[config.mk]
export PLATFORM = sky130hd
export DESIGN_NAME = instr_fetch_buffer
export DESIGN_NICKNAME = d
export VERILOG_FILES = /design/src/rtl/fetch_pkg.sv /design/src/rtl/instr_slot_mux.sv /design/src/rtl/instr_fetch_buffer.sv
export SDC_FILE = /design/constraint.sdc
export NUM_CORES = 1
export LEC_CHECK = 0
export ABC_AREA = 1
export BUFFER_PORTS_ARGS = -buffer_cell sky130_fd_sc_hd__buf_2
export CORE_ASPECT_RATIO = 0.6
export CORE_MARGIN = 2
export CORE_UTILIZATION = 40
export CTS_CLUSTER_SIZE = 30
export DETAILED_ROUTE_END_ITERATION = 10
export GPL_TIMING_DRIVEN = 0
export SLEW_MARGIN = 20
export SYNTH_ARGS = -nofsm -noshare
export SYNTH_HDL_FRONTEND = slang
export SYNTH_HIERARCHICAL = 1
export SYNTH_SLANG_ARGS = --single-unit
[constraint.sdc]
create_clock -name clk -period 12.9 [get_ports clk]
set_clock_uncertainty 0.05 [all_clocks]
set_input_delay 2.58 -clock clk [delete_from_list [all_inputs] [get_ports clk]]
set_output_delay 2.58 -clock clk [all_outputs]
set_load 0.05 [all_outputs]
[src/rtl/fetch_pkg.sv]
// Shared definitions for the instruction fetch buffer: default geometry,
// the buffered line record and the count clamp.
package fetch_pkg;

  localparam int XLEN      = 32;
  localparam int NUM_INSTR = 5;
  localparam int CNT_W     = $clog2(NUM_INSTR);

  typedef struct packed {
    logic [NUM_INSTR*XLEN-1:0] data;
    logic [CNT_W:0]            count;
  } line_t;

  // Memory may report more valid slots than a line physically holds.
  function automatic int unsigned clamp_count(input int unsigned count,
                                              input int unsigned limit);
    return (count > limit) ? limit : count;
  endfunction

endpackage

[src/rtl/instr_slot_mux.sv]
// NUM_INSTR:1 selector picking one XLEN-bit instruction out of a memory line.
// Out-of-range selects fall back to slot 0.
module instr_slot_mux
  import fetch_pkg::*;
#(
  parameter int XLEN      = fetch_pkg::XLEN,
  parameter int NUM_INSTR = fetch_pkg::NUM_INSTR,
  parameter int SEL_W     = fetch_pkg::CNT_W
) (
  input  logic [NUM_INSTR*XLEN-1:0] data,
  input  logic [SEL_W-1:0]          sel,
  output logic [XLEN-1:0]           instr
);

  always_comb begin
    instr = data[XLEN-1:0];
    for (int k = 1; k < NUM_INSTR; k++) begin
      if (sel == SEL_W'(k)) instr = data[k*XLEN +: XLEN];
    end
  end

endmodule

[src/rtl/instr_fetch_buffer.sv]
// Small line FIFO between instruction memory and decode; issues one
// instruction per cycle in slot order and supports flush on redirect.
module instr_fetch_buffer
  import fetch_pkg::*;
#(
  parameter int XLEN       = fetch_pkg::XLEN,
  parameter int NUM_INSTR  = fetch_pkg::NUM_INSTR,
  parameter int LINE_DEPTH = 2,
  localparam int CNT_W     = $clog2(NUM_INSTR)
) (
  input  logic                      clk,
  input  logic                      rst,
  input  logic                      i_line_valid,
  output logic                      o_line_ready,
  input  logic [NUM_INSTR*XLEN-1:0] i_line_data,
  input  logic [CNT_W:0]            i_line_count,
  input  logic                      i_flush,
  output logic                      o_instr_valid,
  input  logic                      i_instr_ready,
  output logic [XLEN-1:0]           o_instr,
  output logic [CNT_W-1:0]          o_slot,
  output logic                      o_empty
);

  localparam int PTR_W = (LINE_DEPTH > 1) ? $clog2(LINE_DEPTH) : 1;
  localparam int OCC_W = $clog2(LINE_DEPTH + 1);

  logic [NUM_INSTR*XLEN-1:0] data_mem  [LINE_DEPTH];
  logic [CNT_W:0]            count_mem [LINE_DEPTH];

  logic [PTR_W-1:0] wr_ptr;
  logic [PTR_W-1:0] rd_ptr;
  logic [OCC_W-1:0] occ;
  logic [CNT_W-1:0] slot;

  logic           push;
  logic           store;
  logic           fire;
  logic           last_slot;
  logic           pop;
  logic [CNT_W:0] clamped_count;
  logic [XLEN-1:0] head_instr;

  assign o_line_ready  = rst && (occ != OCC_W'(LINE_DEPTH));
  assign o_instr_valid = (occ != '0);
  assign o_empty       = (occ == '0);
  assign o_slot        = slot;

  assign clamped_count = (CNT_W+1)'(clamp_count(32'(i_line_count), NUM_INSTR));

  // Zero-count lines are handshaken but never occupy an entry.
  assign push  = i_line_valid && o_line_ready;
  assign store = push && !i_flush && (clamped_count != '0);

  assign fire      = o_instr_valid && i_instr_ready;
  assign last_slot = ({1'b0, slot} == (count_mem[rd_ptr] - (CNT_W+1)'(1)));
  assign pop       = fire && last_slot;

  always_ff @(posedge clk) begin
    if (store) begin
      data_mem[wr_ptr]  <= i_line_data;
      count_mem[wr_ptr] <= clamped_count;
    end
  end

  // Reset and flush both drop every buffered line and the slot position.
  always_ff @(posedge clk) begin
    if (!rst || i_flush) begin
      wr_ptr <= '0;
      rd_ptr <= '0;
      occ    <= '0;
      slot   <= '0;
    end else begin
      if (store) wr_ptr <= wr_ptr + PTR_W'(1);
      if (pop) begin
        rd_ptr <= rd_ptr + PTR_W'(1);
        slot   <= '0;
      end else if (fire) begin
        slot <= slot + CNT_W'(1);
      end
      occ <= occ + OCC_W'(store) - OCC_W'(pop);
    end
  end

  instr_slot_mux #(
    .XLEN      (XLEN),
    .NUM_INSTR (NUM_INSTR),
    .SEL_W     (CNT_W)
  ) u_slot_mux (
    .data  (data_mem[rd_ptr]),
    .sel   (slot),
    .instr (head_instr)
  );

  assign o_instr = o_instr_valid ? head_instr : '0;

endmodule

==> results of run 1 <==
==> sequential cells by signal (all words and copies together), names as in the netlist, named ones only <==
signal     cells
occ            2
count_mem      8
rd_ptr         1
o_slot         3
wr_ptr         1
data_mem     320
==> per-layer routing <==
layer | routed length, um | vias up
met5 | 42 | -
met4 | 768 | 6
met3 | 1860 | 61
met2 | 17200 | 250
met1 | 16900 | 4886
li1 | - | 5203
==> metrics by stage <==
| step | util | setup TNS (ns) |
|---|---|---|
| floorplan | - | 0 |
| global placement | 0.448 | -858.10 |
| detailed placement | 0.459 | 0 |
| CTS | 0.489 | 0 |
| global route | 0.489 | 0 |
| finish | 0.489 | 0 |
==> cells by family after synthesis <==
family / after synthesis
compound gates: 73
xor+xnor: 3
simple gates: 811
fa+ha+maj: 4
flops: 336
other cells: 1
buf+inv: 225
==> power breakdown <==
group          switching, mW  internal (mW)
clock network          0.424          0.543
logic                 0.0574         0.0370
registers            0.00395           1.22
==> cell usage after synthesis, drive strengths merged <==
master	number
nand2	679
edfxtp	328
inv	158
nand3	73
nor2	55
clkbuf	40
o21ai	39
a21oi	33
buf	27
dfxtp	8
ha	4
nor3	3
xor2	3
a31oi	1
conb	1
nor3b	1
==> final timing paths <==
kind / endpoint / slack (ns) / startpoint / cells past startpoint
setup / recovery: o_instr[28] / 7.13 / flop / 15
hold / removal: rd_ptr$_SDFFE_PP0P_ / 0.46 / rd_ptr$_SDFFE_PP0P_ / 2
setup reg to reg: occ[1]$_SDFF_PP0_ / 10.32 / flop / 16
hold reg to reg: rd_ptr$_SDFFE_PP0P_ / 0.46 / rd_ptr$_SDFFE_PP0P_ / 2
==> cell type report <==
cell class	count	area, sq um	share of cell area
sequential	336	10000	0.567
clock buffer	40	895	0.0507
multi-input combinational	893	3650	0.207
tap	476	596	0.0338
clock inverter	24	178	0.0101
buffer	67	298	0.0169
inverter	158	593	0.0336
antenna	2	5.00	0.000284
timing repair buffer	222	1410	0.0800
==> critical path, stage by stage, from the launching register on <==
cell and delay, ns:
dfxtp_1 0.37, inv_2 0.10, buf_6 0.13, clkbuf_1 0.53, buf_2 0.41, nand2_1 0.08, nand2_1 0.06, inv_1 0.03
nand3_1 0.07, nand3_1 0.09, nand2_1 0.11, nand2_1 0.05, nand2_1 0.05, inv_1 0.04, nor2_1 0.17, buf_2 0.30
==> placed cells by master (no fill, tap or decap), types with 4 or more instances in the layout <==
cell type,count
nand2_1,675
edfxtp_1,328
buf_2,228
inv_1,155
nand3_1,72
nor2_1,48
clkbuf_1,45
clkbuf_16,35
a21oi_1,33
o21ai_0,26
o21ai_1,12
clkinv_1,11
dfxtp_1,8
buf_16,8
buf_12,8
clkinv_2,6
nand2_2,4
nor2_2,4
ha_1,4
inv_6,4
==> run metrics, run 1 <==
status=finished, final reports clean; Clock Latency Late Sink=0.54 ns; syn avg cell area=10.0 sq um; DP Area=0.0166 sq mm; Final Max Slew Viols=0; global routing usage on met1=0.267; Slew HR=0.375; first-pass GRT wire length=55.1 mm; ranking of synthesized cells by area=edfxtp_1 68%, nand2_1 17%, inv_1 4.0%; IO buf count=206; period utilisation layout=0.447; total power=2.28 mW; worst hold slack=0.458 ns; nets@finish=1,886; die height=152 um; Most Used Layer, Global Route=met2; largest net degree at the start of global routing=26; Layout area overhead=21.4%; Cell variety after synth=27; worst setup margin=7.13 ns; XOR/XNOR share of the synthesized area=0.00181; gpl congestion=0.783; power per cell area=129 mW/mm^2; Num CTS Buffers=35; Synth Instances=1,453; leading area contributor after synthesis=edfxtp_1; count of final setup violators=0; GRT Util Overall=0.194; area fraction in and, or, nand and nor cells after synthesis=0.219; Crit Path Category=reg -> out; Worst Hold Class=reg -> reg; Max Clk Rate=173 MHz; routed vias/inst=4.69; grt ovf=0; Initial Util=0.403; Initial DRC Count=675; number of max-cap violations=0; min cycle time layout=5.77 ns; vias in the first global route=9,885; Yosys top cell area share=0.678; register area share after synthesis=0.689; hold_buf cts=0; die width=250 um; Final Hold Viols=0; Final Non-Filler Cells=2,218; Post-Syn Area=0.0145 sq mm; vias=10,400; worst-path fanout max=10; Detail Placement HPWL=26.8 mm; post-place setup slack=7.22 ns; fill count=3,376; CTS tree=done; post-route ant nets=0; Max rail drop VDD=0.108 mV; total iterations of the first detailed-routing run=5; GRT met3 Usage=0.0354; Synth Warn #=6; static leakage power=7.87 nW; Residual DRC=0; IO Count=207; required time worst endpoint=10.27 ns; clk slew on worst S/H paths=0.06 ns; antenna violations before repair=6; Adder-Cell Fraction of Synth Area=0.00344; Worst Max-Slew Pin Slew=0.933 ns; met2 GRT Util=0.318; Worst Setup End Kind=output port; Critical Path Start Type=flop; Routed WL=36.8 mm; fin area=0.0176 sq mm; main combinational cell family by area after synthesis=simple AND/OR/NAND/NOR gates; FF+latch count, synth=336; core area=0.0361 sq mm; post-CTS setup buffers=0; WL/cell=16.6 um; CTS Sinks=336; row cnt=54; post-synthesis mux area share=0; post-cts resize count=0; # placed instances=2,152; H-tree depth=2; RSZ-0062 raised after global routing=no; CP arrival=3.14 ns; die area=0.0379 sq mm; Synth Area in Compound Gates=0.0255; fraction of layout cells with a size suffix above 1=0.180; root buf cell=clkbuf_16; Clock Tree Buf Depth=3
(Power assumes the default switching activity.)
==> run 2: changes to the inputs <==
==> constraint.sdc (replaced) <==
create_clock -name clk -period 4.73 [get_ports clk]
set_clock_uncertainty 0.05 [all_clocks]
set_input_delay 0.946 -clock clk [delete_from_list [all_inputs] [get_ports clk]]
set_output_delay 0.946 -clock clk [all_outputs]
set_load 0.05 [all_outputs]
==> run 2 against run 1 <==
  * Sequential power rose to 2.7 times the previous value
  * Register-to-register slack got worse by 8.1 ns
  * Power rose to 2.7 times the previous value
  * Via count fell by 0.75%
  * Die area did not move
  * Flip-flop and latch count is the same
  * Non-clock buffer count unchanged
  * Worst hold slack lost 0.0072 ns
  * Utilization fell by 0.16 points
  * Clock power rose to 2.6 times the previous value
  * Critical path type unchanged
==> run metrics, run 2 (synthesized netlist as in run 1, its figures left out) <==
root buf cell=clkbuf_16; number of max-cap violations=0; static leakage power=7.85 nW; worst hold slack=0.451 ns; Layout area overhead=21.0%; Worst Max-Slew Pin Slew=0.823 ns; post-cts resize count=0; # placed instances=2,152; row cnt=54; Clock Tree Buf Depth=3; Num CTS Buffers=35; Critical Path Start Type=flop; worst-path fanout max=10; Max Clk Rate=243 MHz; most frequent cells in the layout=675 x nand2_1, 328 x edfxtp_1, 228 x buf_2, 155 x inv_1, 72 x nand3_1; GRT Util Overall=0.195; routed vias/inst=4.66; Largest Register=data_mem; CTS tree=done; IO Count=207; Final Non-Filler Cells=2,214; fill count=3,386; IO buf count=206; Initial Util=0.403; WL/cell=16.6 um; Final Hold Viols=0; Residual DRC=0; gpl congestion=0.792; die width=250 um; Max rail drop VDD=0.234 mV; max FFs per register=320; fraction of layout cells with a size suffix above 1=0.180; CP arrival=3.11 ns; Crit Path Category=reg -> out; post-route ant nets=0; nets@finish=1,886; setup TNS=0 ns; Worst Hold Class=reg -> reg; hold_buf cts=0; antenna violations before repair=6; clk slew on worst S/H paths=0.06 ns; H-tree depth=2; first-pass GRT wire length=55.5 mm; DP Area=0.0165 sq mm; status=finished, final reports clean; core area=0.0361 sq mm; Worst Setup End Kind=output port; Initial DRC Count=723; Final Max Slew Viols=0; fin area=0.0176 sq mm; CTS Sinks=336; largest net degree at the start of global routing=27; vias in the first global route=9,805; Clock Latency Late Sink=0.52 ns; power per cell area=348 mW/mm^2; Detail Placement HPWL=27.2 mm; grt ovf=0; worst setup margin=0.621 ns; Slew HR=0.448; vias=10,300; most common library cell in the layout ignoring fill and taps=nand2_1; min cycle time layout=4.11 ns; period utilisation layout=0.869; Core Util, Final=0.487; total power=6.11 mW; area occupied by multi-input gates=0.00365 sq mm; required time worst endpoint=3.73 ns; post-place setup slack=1.06 ns; FF/Latch Area=0.0100 sq mm; Routed WL=36.8 mm; count of final setup violators=0; die height=152 um; post-CTS setup buffers=0; total iterations of the first detailed-routing run=5; die area=0.0379 sq mm; RSZ-0062 raised after global routing=no
## run 2: changes by cell type in the layout (fill, tap and decap cells not counted), sizes merged
cell    previous run  this run
bufinv             2         0
clkbuf            80        82
clkinv            17        16
diode              2         3
inv              163       159
## run 2: final timing paths
path,cells past startpoint,slack [ns],to,startpoint
min reg2reg,1,0.45,occ[1]$_SDFF_PP0_,occ[1]$_SDFF_PP0_
max,15,0.62,o_instr[30],flop
max reg2reg,16,2.19,occ[1]$_SDFF_PP0_,flop
min,1,0.45,occ[1]$_SDFF_PP0_,occ[1]$_SDFF_PP0_
## run 2: final cells by class
cell class | instances | area share
multi-input combinational | 893 | 0.208
inverter | 158 | 0.0337
timing repair buffer | 222 | 0.0796
sequential | 336 | 0.569
buffer | 67 | 0.0169
clock inverter | 17 | 0.00455
clock buffer | 42 | 0.0537
antenna | 3 | 0.000427
tap | 476 | 0.0339
## run 2: worst max-delay path, stage by stage, from the launching register on
cell and delay [ns]:
dfxtp_1 0.38, inv_2 0.10, buf_6 0.14, clkbuf_1 0.48, buf_2 0.41, nand2_1 0.09
nand2_1 0.06, inv_1 0.03, nand3_1 0.07, nand3_1 0.10, nand2_1 0.10, nand2_1 0.05
nand2_1 0.05, inv_1 0.04, nor2_1 0.17, buf_2 0.30
## run 2: power by group
| part | internal (mW) | switching [mW] | leakage [nW] |
|---|---|---|---|
| registers | 3.32 | 0.0106 | 3.04 |
| clock network | 1.42 | 1.11 | 0.513 |
| logic | 0.0986 | 0.153 | 4.29 |
| total | 4.84 | 1.28 | 7.85 |
## run 2: routing by layer
layer  vias up  part of all wire  global-route usage
li1       5200                 -                   -
met1      4833              0.45               0.260
met2       242              0.48               0.328
met3        47             0.054              0.0403
met4         6             0.015              0.0488
met5         -            0.0012                   0
==> run 3: changes to the inputs <==
--- a/config.mk
+++ b/config.mk
@@ -13,6 +13,7 @@
 export CTS_CLUSTER_SIZE = 30
 export DETAILED_ROUTE_END_ITERATION = 10
 export GPL_TIMING_DRIVEN = 0
+export RECOVER_POWER = 25
 export SLEW_MARGIN = 20
 export SYNTH_ARGS = -nofsm -noshare
 export SYNTH_HDL_FRONTEND = slang
==> run 3 against run 2 <==
  * Flip-flop and latch count stayed put
  * Highest routed layer unchanged
  * Non-clock buffer count stayed put
  * Die area unchanged
  * Setup slack hardly changed
  * Global-route usage is the same
  * Routed wire length rose by 0.20%
  * Worst hold slack improved by 0.0010 ns
  * Power hardly changed
  * Register-to-register slack is essentially flat
  * Sequential share of layout area rose by 0.10 points
==> run metrics, run 3 (synthesized netlist as in run 1, its figures left out) <==
Crit Path Category=reg -> out; Max rail drop VDD=0.234 mV; Detail Placement HPWL=27.2 mm; routed vias/inst=4.65; die height=152 um; vias in the first global route=9,805; clk slew on worst S/H paths=0.06 ns; required time worst endpoint=3.73 ns; largest net degree at the start of global routing=27; Worst Hold Class=reg -> reg; GRT Util Overall=0.195; min cycle time layout=4.11 ns; gpl congestion=0.792; fraction of layout cells with a size suffix above 1=0.165; first-pass GRT wire length=55.5 mm; P_sw=1.28 mW; Slew HR=0.449; H-tree depth=2; Crit path max-delay family=buffers and inverters; max FFs per register=320; Largest Register=data_mem; static leakage power=7.78 nW; total iterations of the first detailed-routing run=5; nets@finish=1,886; CP arrival=3.11 ns; Slowest-stage cell, CP=clkbuf_1; CP most frequent cell=nand2_1; core area=0.0361 sq mm; Critical Path, Cell by Cell=inv_2 -> buf_6 -> clkbuf_1 -> buf_2 -> nand2_1 -> nand2_1 -> inv_1 -> nand3_1 -> nand3_1 -> nand2_1 -> nand2_1 -> nand2_1 -> inv_1 -> nor2_1 -> buf_2; most frequent cells in the layout=675 x nand2_1, 328 x edfxtp_1, 203 x buf_2, 155 x inv_1, 72 x nand3_1; worst-path fanout max=10; number of max-cap violations=0; post-cts resize count=0; period utilisation layout=0.869; Routed WL=36.9 mm; Worst Max-Slew Pin Slew=0.822 ns; power per cell area=348 mW/mm^2; Final Hold Viols=0; die area=0.0379 sq mm; Num CTS Buffers=35; vias=10,300; total power=6.11 mW; GRT met3 Usage=0.0403; Core Util, Final=0.486; hold_buf cts=0; row cnt=54; root buf cell=clkbuf_16; Layout area overhead=20.8%; post-CTS setup buffers=0; Final Max Slew Viols=0; Clock Latency Late Sink=0.52 ns; grt ovf=0; met2 GRT Util=0.328; Max Clk Rate=243 MHz; Initial DRC Count=726; antenna violations before repair=6; global routing usage on met1=0.260; Worst path max stage delay=0.47 ns; Worst Setup End Kind=output port; CTS Sinks=336; Clk pwr share=0.414; Buf/Inv on CP=7; die width=250 um; Initial Util=0.403; Most Used Layer, Global Route=met2; IO Count=207; status=finished, final reports clean; CTS tree=done; WL/cell=16.7 um; RSZ-0062 raised after global routing=no; combinational share of power=0.041; most common library cell in the layout ignoring fill and taps=nand2_1; Sw Share=0.209; Seq pwr share=0.545; internal power=4.83 mW; count of final setup violators=0; IO buf count=206; setup TNS=0 ns; Residual DRC=0; Clock Tree Buf Depth=3; Critical Path Start Type=flop; post-route ant nets=0
## run 3: layout make-up
cell class | count | area [sq um]
fill | 3398 | 18500
sequential | 336 | 10000
multi-input combinational | 893 | 3650
timing repair buffer | 222 | 1370
clock buffer | 42 | 945
tap | 476 | 596
inverter | 158 | 593
buffer | 67 | 298
clock inverter | 17 | 80.1
antenna | 3 | 7.51
## run 3: worst paths after layout
check	from	slack, ns	end	depth (start not counted)
worst min-delay path	occ[1]$_SDFF_PP0_	0.45	occ[1]$_SDFF_PP0_	1
worst min register to register	occ[1]$_SDFF_PP0_	0.45	occ[1]$_SDFF_PP0_	1
worst max register to register	flop	2.19	occ[1]$_SDFF_PP0_	16
worst max-delay path	flop	0.62	o_instr[30]	15
## run 3: through the flow
step | hold WS (ns) | std cells | instance area [sq um] | setup WS [ns]
4_1_cts | 0.452 | 2211 | 17600 | 0.482
2_1_floorplan | 0.403 | 1454 | 14500 | -1.49
3_3_place_gp | 0.428 | 2136 | 16200 | -4.46
5_1_grt | 0.501 | 2213 | 17500 | 0.346
6_report | 0.452 | 2214 | 17600 | 0.620
3_5_place_dp | 0.447 | 2152 | 16500 | 1.06
## run 3: power groups by stage
stage	combinational [mW]	clock, mW	sequential, mW
floorplan	0.105	0	3.40
global placement	0.229	0	3.41
finish	0.249	2.53	3.33
global route	0.278	2.71	3.33
detailed placement	0.254	0	3.39
CTS	0.255	2.59	3.33
## run 3: per-layer routing
metal | part of all wire | up-vias
met4 | 0.015 | 6
li1 | - | 5200
met1 | 0.46 | 4811
met5 | 0.0012 | -
met3 | 0.055 | 47
met2 | 0.47 | 228
